File: src/rtl/deserializer.sv
// MSB-first serial-to-parallel deserializer with a bit-count field and a one-cycle valid pulse.
// Optional macro DESERIALIZER_LSB_ALIGN_EN right-aligns partial words instead of left-aligning them.
module deserializer #(
    parameter int DATA_BUS_WIDTH = 16,
    parameter int DATA_MOD_WIDTH = 4
) (
    input  logic                      clk_i,
    input  logic                      rst_n_i,
    input  logic                      ser_data_i,
    input  logic                      ser_data_val_i,
    output logic [DATA_BUS_WIDTH-1:0] deser_data_o,
    output logic [DATA_MOD_WIDTH-1:0] deser_data_mod_o,
    output logic                      deser_data_val_o
);

    localparam int CW = $clog2(DATA_BUS_WIDTH + 1);
    localparam logic [CW-1:0] CNT_ONE  = CW'(1);
    localparam logic [CW-1:0] CNT_MIN  = CW'(3);
    localparam logic [CW-1:0] CNT_LAST = CW'(DATA_BUS_WIDTH - 1);
    localparam logic [CW-1:0] CNT_FULL = CW'(DATA_BUS_WIDTH);

    typedef enum logic {
        IDLE_S = 1'b0,
        RECV_S = 1'b1
    } state_t;

    state_t                      state_q, state_d;
    logic [CW-1:0]               cnt_q, cnt_d;
    logic [DATA_BUS_WIDTH-1:0]   buf_q, buf_d;
    logic [DATA_BUS_WIDTH-1:0]   data_q, data_d;
    logic [DATA_MOD_WIDTH-1:0]   mod_q, mod_d;
    logic                        val_q, val_d;

    // The buffer is cleared at each word start, so its unused upper bits are always zero.
    function automatic logic [DATA_BUS_WIDTH-1:0] align_partial(
        input logic [DATA_BUS_WIDTH-1:0] bits,
        input logic [CW-1:0]             k
    );
`ifdef DESERIALIZER_LSB_ALIGN_EN
        align_partial = bits;
`else
        align_partial = bits << (CNT_FULL - k);
`endif
    endfunction

    // State, counter, shift buffer and output registers.
    always_ff @(posedge clk_i or negedge rst_n_i) begin
        if (!rst_n_i) begin
            state_q <= IDLE_S;
            cnt_q   <= {CW{1'b0}};
            buf_q   <= {DATA_BUS_WIDTH{1'b0}};
            data_q  <= {DATA_BUS_WIDTH{1'b0}};
            mod_q   <= {DATA_MOD_WIDTH{1'b0}};
            val_q   <= 1'b0;
        end else begin
            state_q <= state_d;
            cnt_q   <= cnt_d;
            buf_q   <= buf_d;
            data_q  <= data_d;
            mod_q   <= mod_d;
            val_q   <= val_d;
        end
    end

    // Next-state logic: bit capture, word completion and burst termination.
    always_comb begin
        state_d = state_q;
        cnt_d   = cnt_q;
        buf_d   = buf_q;
        data_d  = data_q;
        mod_d   = mod_q;
        val_d   = 1'b0;
        case (state_q)
            IDLE_S: begin
                if (ser_data_val_i) begin
                    state_d = RECV_S;
                    cnt_d   = CNT_ONE;
                    buf_d   = {{(DATA_BUS_WIDTH-1){1'b0}}, ser_data_i};
                end else begin
                    cnt_d = {CW{1'b0}};
                    buf_d = {DATA_BUS_WIDTH{1'b0}};
                end
            end
            RECV_S: begin
                if (ser_data_val_i) begin
                    if (cnt_q == CNT_LAST) begin
                        data_d = {buf_q[DATA_BUS_WIDTH-2:0], ser_data_i};
                        mod_d  = {DATA_MOD_WIDTH{1'b0}};
                        val_d  = 1'b1;
                        cnt_d  = {CW{1'b0}};
                        buf_d  = {DATA_BUS_WIDTH{1'b0}};
                    end else begin
                        cnt_d = cnt_q + CNT_ONE;
                        buf_d = {buf_q[DATA_BUS_WIDTH-2:0], ser_data_i};
                    end
                end else begin
                    state_d = IDLE_S;
                    cnt_d   = {CW{1'b0}};
                    buf_d   = {DATA_BUS_WIDTH{1'b0}};
                    // Runt bursts of one or two bits leave the outputs untouched.
                    if (cnt_q >= CNT_MIN) begin
                        data_d = align_partial(buf_q, cnt_q);
                        mod_d  = cnt_q[DATA_MOD_WIDTH-1:0];
                        val_d  = 1'b1;
                    end else begin
                        val_d = 1'b0;
                    end
                end
            end
            default: begin
                state_d = IDLE_S;
                cnt_d   = {CW{1'b0}};
                buf_d   = {DATA_BUS_WIDTH{1'b0}};
            end
        endcase
    end

    assign deser_data_o     = data_q;
    assign deser_data_mod_o = mod_q;
    assign deser_data_val_o = val_q;

endmodule

File: config.mk
export PLATFORM = sky130hd
export DESIGN_NAME = deserializer
export DESIGN_NICKNAME = d
export VERILOG_FILES = /design/src/rtl/deserializer.sv
export SDC_FILE = /design/constraint.sdc
export NUM_CORES = 1
export LEC_CHECK = 0
export ABC_CLOCK_PERIOD_IN_PS = 5000
export BUFFER_PORTS_ARGS = -buffer_cell sky130_fd_sc_hd__clkbuf_2
export CAP_MARGIN = 5
export CORE_MARGIN = 1
export CORE_UTILIZATION = 25
export DETAILED_ROUTE_END_ITERATION = 8
export HOLD_SLACK_MARGIN = 0.15
export PLACE_DENSITY = 0.48
export SLEW_MARGIN = 20
export SYNTH_ARGS = -nofsm -noshare
export SYNTH_HDL_FRONTEND = slang
export SYNTH_SLANG_ARGS = --single-unit
File: constraint.sdc
create_clock -name clk_i -period 5 [get_ports clk_i]
set_input_delay 0.5 -clock clk_i [delete_from_list [all_inputs] [get_ports clk_i]]
set_output_delay 0.5 -clock clk_i [all_outputs]
set_load 0.01 [all_outputs]
* Word-level counts from Yosys, hierarchy flattened
Index checks and enable logic that the tools add are counted. W data, S select, Z words.
Cells by class: equal/unequal tests 2, $lt $le $gt $ge 1, bitwise operators 1, multiplexer cells 19, shifts and indexed selects 1, reduce and logical (&&, ||, !) cells 2, $add $sub $neg 2
Operators with widths (count):
- $mux W16 | 5
- $pmux W16 S2 | 1
- $shl A16 B5 Y16 | 1
- $mux W4 | 3
- $mux W5 | 2
- $pmux W5 S2 | 1
- $mux W1 | 7
- $add A5 B1 Y5 const B | 1
- $eq A5 B4 Y1 const B | 1
- $ge A5 B2 Y1 const B | 1
- $sub A5 B5 Y5 const A | 1
- $reduce_and A3 Y1 | 1
- $ne A2 B1 Y1 const B | 1
- $reduce_bool A2 Y1 | 1
- $not A1 Y1 | 1
Word-level totals: bits in registers 43, input port bits 4, logic and storage cells 34

* Depth between registers and ports, before layout
Gate-level depths: netlist of the first run.
depth after elaboration 4, mapped depth 7, gate-level depth less buffers 6

* Worst setup path after synthesis of the first run
OpenSTA, ideal clock, no wires.
kind register -> register, start point register cnt_q[0], end point register data_q[6] (netlist: deser_data_o[6]), arrival time 2220 ps, stages on the path, launching flop included 8, period minus slack after synthesis 2302 ps, path buffers 1, setup slack 2698 ps, cell sequence dfrtp_1 -> inv_2 -> ha_1 -> buf_6 -> mux2i_1 -> mux4_2 -> or4_1 -> a31oi_1
On the way: cells in the longest elaborated chain, start to end 4
Ends and longest elaborated chain:
- from (decl) | line 28 | logic [CW-1:0] cnt_q, cnt_d;
- from (signal assigned) | line 50 | cnt_q <= {CW{1'b0}};
- from (signal assigned) | line 57 | cnt_q <= cnt_d;
- $sub A5 B5 Y5 | line 42 | align_partial = bits << (CNT_FULL - k);
- $shl A16 B5 Y16 | line 42
- $mux W16 | line 101 | if (cnt_q >= CNT_MIN) begin
- $mux W16 | line 85 | if (ser_data_val_i) begin
- to (signal assigned) | line 52 | data_q <= {DATA_BUS_WIDTH{1'b0}};
- to (signal assigned) | line 59 | data_q <= data_d;
- to (decl) | line 30 | logic [DATA_BUS_WIDTH-1:0] data_q, data_d;
Several ways; a longest one is shown, not always the timed one. The select of a mux whose other input is x is not followed. A chain may end at the register's enable or synchronous reset.

* Final worst setup path of the first run
start point register cnt_q[0], end point register data_q[7] (netlist: deser_data_o[7])
Same word-level chain as after synthesis.

==> results.cfg, run 1 <==
[status]
status = complete, no violations

[worst_setup_path]
cp_data_required_time_ns = 5.23
crit_path_end = deser_data_o[7]
r2r_setup_slack_ns = 1.61
critPathKind = flip-flop to flip-flop
r2r_end = deser_data_o[7]
critPathMaxFanout = 21
end_kind = flip-flop
startpoint_type = flip-flop
cp-startpoint = cnt_q[0]
cp.arrival_ns = 3.62
timing.rr.start = cnt_q[0]
rr_worst_depth = 6

[routing]
drt_iter0_markers = 80
drt_wl_total_mm = 6.07
avgRoutedWirePerCell_um = 16.3
ant_nets = 0
firstDrtPassIters = 5
drc = 0
routed_via_density = 5.10
vias = 1901

[grt]
grt_start_max_net_pins = 52
grt_overflow = 0
grt_pass1_vias = 1846
grt_pass1_wl_mm = 9.94
gr-usage-all-layers_pct = 12.4
grt_antenna_before_repair = 0

[clocking]
cts_tree = done
clk_path_buf_depth = 2
cts.htree.levels = 2
root_buffer = clkbuf_8
clkLatencyLatePin_ns = 0.30
cts-buffers-inserted = 5
cts_setup_buffers = 0
clock-sinks = 43
clk_pin_slew_ns = 0.08
ctsResizeCount = 0
ctsHoldBuffers = 0

[layout]
diodes = 0
final_cell_count_no_fill = 373
fin_nets = 245
syn2layout_area_growth_pct = 12.6
fillers = 1033
final_area_sq_um = 2850
fin_util_pct = 29.1
drive_gt1_share_pct = 24.2

[sta]
fmax_ghz = 0.295
tns_ns = 0
period_share_pct = 67.8
period_minus_slack_ns = 3.39
finalSetupViolCount = 0
tightest_slew_ns = 0.942
final_max_slew_viol_count = 0
finalHoldWorstSlack_ns = 0.336
rsz0062_at_grt = false
clock_skew_ns = 0.00644
hold_violations = 0
relSlewSlack_pct = 37.2
setup_slack_ns = 1.61

[yosys]
avgSynthCellArea_sq_um = 11.3
ys_top_cells_by_area = dfrtp_1 42%, mux4_2 11%, mux2i_1 6.3%
syn_inst = 224
synth_seq_cells = 43
yosysTopAreaCell = dfrtp_1
async_flop_share_pct = 100
yosysWarningCount = 0
synth-main-ff-cell = dfrtp_1
yosysUniqueCellTypes = 46
synth-seq-area-share_pct = 42.5
yosysTopAreaCellShare_pct = 42.5
synth_fp_nets = 230
synth_edf_count = 0
syn_area_sq_um = 2530

[place]
pre_cts_slack_ns = 1.65
dp_hpwl_mm = 4.35
place_congestion = 0.879
placedCellCount = 365
placed_area_sq_um = 2740
io_buffer_count = 24

[floorplanning]
dieArea_sq_um = 10500
fp-row-count = 36
io_pins = 25
start_util_pct = 25.8
coreArea_sq_um = 9820
die_x_um = 103
dieHeight_um = 103

[power]
ir_worst_vdd_mv = 0.104
total_power_mw = 0.824
leakage_nw = 1.14
power.density_nw_per_um2 = 289

[run]
max_cap_violations = 0

[worst_hold_path]
hp-class = primary input to asynchronous set/reset pin
[routing by layer]
metal	track usage, %	up-vias	share of wire, %
met1	17.1	968	49
met3	1.83	9	3.0
li1	-	892	-
met5	0	-	0
met2	19.3	32	46
met4	5.38	0	2.4
[cell type report]
| cell class | instances | area [sq um] | share of cell area (%) |
|---|---|---|---|
| well taps | 133 | 166 | 5.83 |
| repair buffers | 26 | 135 | 4.73 |
| inverters | 5 | 18.8 | 0.658 |
| multi-input cells | 158 | 1340 | 47.0 |
| clock inverters | 2 | 35.0 | 1.23 |
| flip-flops and latches | 43 | 1080 | 37.7 |
| clock buffers | 6 | 82.6 | 2.89 |
[registers in the layout (all words and copies together) (netlist names)]
name	count
buf_q	16
cnt_q	5
deser_data_mod_o	4
deser_data_o	16
deser_data_val_o	1
state_q	1
[report_power, final]
part	switching [mW]	internal (mW)	total, mW
clock network	0.124	0.162	0.286
logic	0.0829	0.0617	0.145
registers	0.0213	0.373	0.394
[Yosys cell counts, types with 2 or more instances]
cell and instances:
dfrtp_1 43, and2_1 18, mux2i_1 16, nand2_1 16
nor4_1 14, mux4_2 12, clkbuf_1 10, nand3_1 8
o32a_1 8, nor3b_1 7, mux2_2 6, o21ai_0 5
a21oi_1 4, buf_2 4, o41ai_1 4, buf_6 3
inv_1 3, xor2_1 3, a21boi_0 2, a22o_1 2
a31oi_1 2, a32oi_1 2, and3_1 2, ha_1 2
inv_2 2, nor4b_1 2, o22a_1 2, o22ai_1 2
or4_1 2, xnor2_1 2
[critical path, stage by stage (launching register included)]
cell     delay [ns]
dfrtp_1        0.75
inv_2          0.25
ha_1           0.95
mux2i_1        0.27
mux4_2         0.53
or4_1          0.40
a31oi_1        0.16
[cell usage in the layout, fill, tap and decap left out, types with 2 or more instances in the layout]
master    count
a21boi_0      2
a21oi_1       4
a22o_1        2
a31oi_1       2
a32oi_1       2
and2_1       18
and3_1        2
buf_4         2
clkbuf_2     23
clkbuf_8      6
dfrtp_1      43
ha_1          2
inv_1         3
inv_2         2
mux2_2        6
mux2i_1      16
mux4_2       12
nand2_1      16
nand3_1       8
nor3b_1       7
nor4_1       14
nor4b_1       2
o21ai_0       5
o22a_1        2
o22ai_1       2
o32a_1        8
o41ai_1       4
or4_1         2
xnor2_1       2
xor2_1        3
[logic make-up after synthesis]
kind of cell | after synthesis | synth area share, %
flops | 43 | 42.5
simple gates | 79 | 18.8
fa+ha+maj | 2 | 0.987
buf+inv | 23 | 4.64
xor+xnor | 5 | 1.73
mux | 34 | 19.7
compound gates | 38 | 11.8
[how the worst min path moves through the flow]
stage / start / endpoint / slack [ns] / depth (start not counted)
floorplan: rst_n_i / buf_q[0] / 0.20 / 0
global placement: deser_data_mod_o[2] / deser_data_mod_o[2] / 0.49 / 1
detailed placement: buf_q[14] / buf_q[15] / 0.50 / 1
CTS: rst_n_i / cnt_q[2] / 0.42 / 1
global route: rst_n_i / cnt_q[2] / 0.43 / 1
finish: rst_n_i / cnt_q[2] / 0.34 / 1
Note: power is estimated with default switching activity, not from simulation.
==> run 2, diff against run 1 <==
--- a/config.mk
+++ b/config.mk
@@ -5,14 +5,14 @@
 export SDC_FILE = /design/constraint.sdc
 export NUM_CORES = 1
 export LEC_CHECK = 0
-export ABC_CLOCK_PERIOD_IN_PS = 5000
+export ABC_CLOCK_PERIOD_IN_PS = 3000
 export BUFFER_PORTS_ARGS = -buffer_cell sky130_fd_sc_hd__clkbuf_2
 export CAP_MARGIN = 5
 export CORE_MARGIN = 1
 export CORE_UTILIZATION = 25
 export DETAILED_ROUTE_END_ITERATION = 8
 export HOLD_SLACK_MARGIN = 0.15
-export PLACE_DENSITY = 0.48
+export PLACE_DENSITY = 0.5
 export SLEW_MARGIN = 20
 export SYNTH_ARGS = -nofsm -noshare
 export SYNTH_HDL_FRONTEND = slang
==> constraint.sdc (replaced) <==
create_clock -name clk_i -period 3 [get_ports clk_i]
set_input_delay 0.3 -clock clk_i [delete_from_list [all_inputs] [get_ports clk_i]]
set_output_delay 0.3 -clock clk_i [all_outputs]
set_load 0.01 [all_outputs]
==> results.cfg, run 2 (synthesized netlist as in run 1, its figures left out) <==
[routing]
ant_nets = 0
routed_via_density = 5.05
firstDrtPassIters = 5
drt_wl_total_mm = 6.41
vias = 1936
drt_iter0_markers = 143
avgRoutedWirePerCell_um = 16.7
drc = 0

[worst_hold_path]
min-delay-start = ser_data_val_i
hp-class = primary input to flip-flop
worstHoldEndpoint = state_q
hold_depth = 1

[worst_setup_path]
critPathKind = flip-flop to flip-flop
r2r_setup_slack_ns = 0.36
cp_data_required_time_ns = 3.22
timing.rr.start = cnt_q[1]
end_kind = flip-flop
critPathMaxFanout = 14
startpoint_type = flip-flop
cp.arrival_ns = 2.86
rr_worst_depth = 6
r2r_end = deser_data_o[7]

[run]
max_cap_violations = 0

[clocking]
cts.htree.levels = 2
clock-sinks = 43
cts_tree = done
clk_pin_slew_ns = 0.08
cts-buffers-inserted = 5
root_buffer = clkbuf_8
clkLatencyLatePin_ns = 0.30
cts_setup_buffers = 0
clk_path_buf_depth = 2

[sta]
relSlewSlack_pct = 63.4
fmax_ghz = 0.378
final_max_slew_viol_count = 0
rsz0062_at_grt = false
clock_skew_ns = 0.00281
tightest_slew_ns = 0.549
finalSetupViolCount = 0
period_share_pct = 88.1
tns_ns = 0
finalHoldWorstSlack_ns = 0.275
hold_violations = 0
period_minus_slack_ns = 2.64

[floorplanning]
coreArea_sq_um = 9820
die_x_um = 103
io_pins = 25
dieArea_sq_um = 10500
fp-row-count = 36
start_util_pct = 25.8
dieHeight_um = 103

[power]
seqPwrFrac_pct = 47.1
power.net_switching_mw = 0.385
intPower_mw = 1.00
p_sw_share_pct = 27.7
ir_worst_vdd_mv = 0.181
leakage_nw = 1.19
power.density_nw_per_um2 = 474
power_frac_comb_pct = 18.8
clkPwrFrac_pct = 34.1

[layout]
final_cell_mix = 43 x dfrtp_1, 23 x clkbuf_2, 18 x and2_1
diodes = 0
drive_gt1_share_pct = 26.8
fillers = 1036
fin_nets = 255
layout_commonest_cell = dfrtp_1
final_cell_count_no_fill = 383
syn2layout_area_growth_pct = 15.8

[status]
status = complete, no violations

[place]
dp_hpwl_mm = 4.58
placedCellCount = 374
io_buffer_count = 24
place_congestion = 0.854

[grt]
grt_overflow = 0
grt_pass1_vias = 1907
gr-usage-all-layers_pct = 13.1
grt_start_max_net_pins = 44
grt_antenna_before_repair = 0
grt_pass1_wl_mm = 10.4
run 2: cell types whose count changed in the layout (fill, tap and decap cells not counted), sizes merged:
cell,before,now
dlygate4sd3,0,1
buf,3,12
run 2: metal layers:
metal  vias up  global-route usage, %  routed length, um
met3         9                   2.92                312
met1       963                   18.7               3040
met5         -                      0                  0
met4         0                   4.51                133
met2        51                   19.3               2930
li1        913                      -                  -
run 2: worst max-delay path by stage:
stage / slack (ns) / startpoint / cells past startpoint / to
floorplan: 0.70 / cnt_q[0] / 7 / deser_data_o[6]
global placement: 0.46 / cnt_q[1] / 7 / deser_data_o[14]
detailed placement: 0.39 / cnt_q[1] / 6 / deser_data_o[7]
CTS: 0.35 / cnt_q[1] / 6 / deser_data_o[7]
global route: 0.22 / cnt_q[1] / 6 / deser_data_o[6]
finish: 0.36 / cnt_q[1] / 6 / deser_data_o[7]
run 2: what timing repair did:
| action | 4_1_cts | 5_1_grt |
|---|---|---|
| resized for setup | 0 | 0 |
| hold buffers | 0 | 1 |
| hold endpoints to repair | 0 | 43 |
run 2: cell type report:
cell class / count / area (sq um) / share of cell area (%)
repair buffers: 36 / 215 / 7.33
clock inverters: 2 / 35.0 / 1.19
inverters: 5 / 18.8 / 0.640
multi-input cells: 158 / 1340 / 45.7
well taps: 133 / 166 / 5.67
flip-flops and latches: 43 / 1080 / 36.7
clock buffers: 6 / 82.6 / 2.81
run 2: power groups by stage:
| stage | Sequential (mW) | Combinational, mW | Clock, mW |
|---|---|---|---|
| global route | 0.663 | 0.286 | 0.525 |
| CTS | 0.656 | 0.263 | 0.491 |
| finish | 0.655 | 0.261 | 0.474 |
| floorplan | 0.676 | 0.151 | 0 |
| global placement | 0.665 | 0.262 | 0 |
| detailed placement | 0.667 | 0.262 | 0 |
run 2: critical path, stage by stage, from the launching register on:
cell and delay [ns]:
dfrtp_1 0.46, inv_1 0.07, ha_1 0.63, mux2i_1 0.26
mux4_2 0.54, or4_1 0.41, a31oi_1 0.19
run 2: per-stage QoR:
step / power [mW] / cell area (sq um) / util [%] / worst slack (ns)
after floorplan: 0.828 / 2530 / - / 0.698
after global placement: 0.927 / 2800 / 28.6 / 0.458
after detailed placement: 0.929 / 2800 / 28.6 / 0.386
after CTS: 1.41 / 2920 / 29.8 / 0.350
after global routing: 1.47 / 2930 / 29.9 / 0.219
final: 1.39 / 2930 / 29.9 / 0.357
==> run 3, diff against run 2 <==
--- a/config.mk
+++ b/config.mk
@@ -11,6 +11,7 @@
 export CORE_MARGIN = 1
 export CORE_UTILIZATION = 25
 export DETAILED_ROUTE_END_ITERATION = 8
+export GPL_TIMING_DRIVEN = 0
 export HOLD_SLACK_MARGIN = 0.15
 export PLACE_DENSITY = 0.5
 export SLEW_MARGIN = 20
==> constraint.sdc (replaced) <==
create_clock -name clk_i -period 3 [get_ports clk_i]
set_input_delay 0.15 -clock clk_i [delete_from_list [all_inputs] [get_ports clk_i]]
set_output_delay 0.15 -clock clk_i [all_outputs]
set_load 0.01 [all_outputs]
==> results.cfg, run 3 (synthesized netlist as in run 1, its figures left out) <==
[layout]
fin_nets = 264
diodes = 0
drive_gt1_share_pct = 24.3
layout_commonest_cell = dfrtp_1
final_cell_mix = 43 x dfrtp_1, 23 x clkbuf_2, 18 x and2_1
syn2layout_area_growth_pct = 16.4
fillers = 1062

[sta]
tightest_slew_ns = 0.980
setup_slack_ns = 0.358
fmax_ghz = 0.379
period_share_pct = 88.1
relSlewSlack_pct = 34.7
rsz0062_at_grt = false
final_max_slew_viol_count = 0
hold_violations = 0
clock_skew_ns = 0.00745
finalSetupViolCount = 0
finalHoldWorstSlack_ns = 0.509
period_minus_slack_ns = 2.64
tns_ns = 0

[power]
clkPwrFrac_pct = 30.8
total_power_mw = 1.32
power_frac_comb_pct = 19.9
seqPwrFrac_pct = 49.3
leakage_nw = 1.19
intPower_mw = 0.943
p_sw_share_pct = 28.7
ir_worst_vdd_mv = 0.203
power.net_switching_mw = 0.379
power.density_nw_per_um2 = 448

[clocking]
ctsResizeCount = 0
clkLatencyLatePin_ns = 0.30
clk_path_buf_depth = 2
clock-sinks = 43
root_buffer = clkbuf_8
cts.htree.levels = 2
clk_pin_slew_ns = 0.08
cts_tree = done
cts-buffers-inserted = 5

[routing]
routed_via_density = 5.12
avgRoutedWirePerCell_um = 17.1
drc = 0
ant_nets = 0
drt_wl_total_mm = 6.69
firstDrtPassIters = 4
vias = 2006
drt_iter0_markers = 173

[floorplanning]
start_util_pct = 25.8
dieHeight_um = 103
io_pins = 25
dieArea_sq_um = 10500
coreArea_sq_um = 9820
fp-row-count = 36
die_x_um = 103

[worst_hold_path]
hp-class = flip-flop to flip-flop

[run]
max_cap_violations = 0

[worst_setup_path]
cp.arrival_ns = 2.83
critPathMaxFanout = 10
startpoint_type = flip-flop
cp_data_required_time_ns = 3.18
critPathKind = flip-flop to flip-flop
end_kind = flip-flop

[grt]
grt_start_max_net_pins = 44
gr-usage-all-layers_pct = 13.8
grt_pass1_wl_mm = 10.8
grt_pass1_vias = 1952
grt_antenna_before_repair = 0
grt_overflow = 0

[place]
place_congestion = 0.884
dp_hpwl_mm = 4.95
io_buffer_count = 24
pre_cts_slack_ns = 0.400

[status]
status = complete, no violations
-- run 3: cell types whose count changed in the layout (fill, tap and decap cells not counted), sizes merged --
cell,before,now
buf,12,9
bufinv,1,0
clkbuf,29,41
clkinv,1,0
dlygate4sd3,1,3
-- run 3: repair_timing --
action | in CTS | in global routing
endpoints found under the hold margin | 45 | 0
setup buffers | 0 | 0
hold buffers | 3 | 0
-- run 3: through the flow --
step	util, %	instance area, sq um	std cells
after CTS	30.0	2950	392
after floorplan	-	2530	224
final	30.0	2950	392
after global placement	28.7	2820	381
after global routing	30.0	2950	392
after detailed placement	28.7	2820	381
-- run 3: final timing paths --
| check | from | to | slack [ns] | depth (start not counted) |
|---|---|---|---|---|
| min reg2reg | deser_data_o[10] | deser_data_o[10] | 0.51 | 1 |
| min in group asynchronous | rst_n_i | cnt_q[2] | 0.54 | 2 |
| min | deser_data_o[10] | deser_data_o[10] | 0.51 | 1 |
| max | cnt_q[0] | deser_data_o[12] | 0.36 | 7 |
| max reg2reg | cnt_q[0] | deser_data_o[12] | 0.36 | 7 |
| max in group asynchronous | rst_n_i | deser_data_o[10] | 1.84 | 2 |
-- run 3: power groups by stage --
stage                     sequential, mW  clock [mW]  combinational, mW
after CTS                          0.653       0.428              0.265
final                              0.652       0.407              0.263
after global placement             0.663           0              0.261
after floorplan                    0.676           0              0.151
after detailed placement           0.665           0              0.261
after global routing               0.659       0.455              0.291
-- run 3: area by class of cell --
| type | count | area [sq um] | share of cell area [%] |
|---|---|---|---|
| Buffer | 18 | 98.8 | 3.35 |
| Clock buffer | 8 | 100 | 3.39 |
| Inverter | 5 | 18.8 | 0.636 |
| Multi-Input combinational cell | 158 | 1340 | 45.4 |
| Sequential cell | 43 | 1080 | 36.5 |
| Tap cell | 133 | 166 | 5.64 |
| Timing Repair Buffer | 27 | 150 | 5.09 |
-- run 3: metal layers --
metal | track usage, % | share of wire, %
met1 | 19.3 | 48
met2 | 21.0 | 46
met3 | 2.98 | 4.6
met4 | 5.27 | 1.8
met5 | 0 | 0
-- run 3: critical path: stages (launching register included) --
cell and delay [ns]:
dfrtp_1 0.47, inv_2 0.23, ha_1 0.25, nor3b_1 0.26, xor2_1 0.35, clkbuf_1 0.46, nor4_1 0.14, o32a_1 0.37
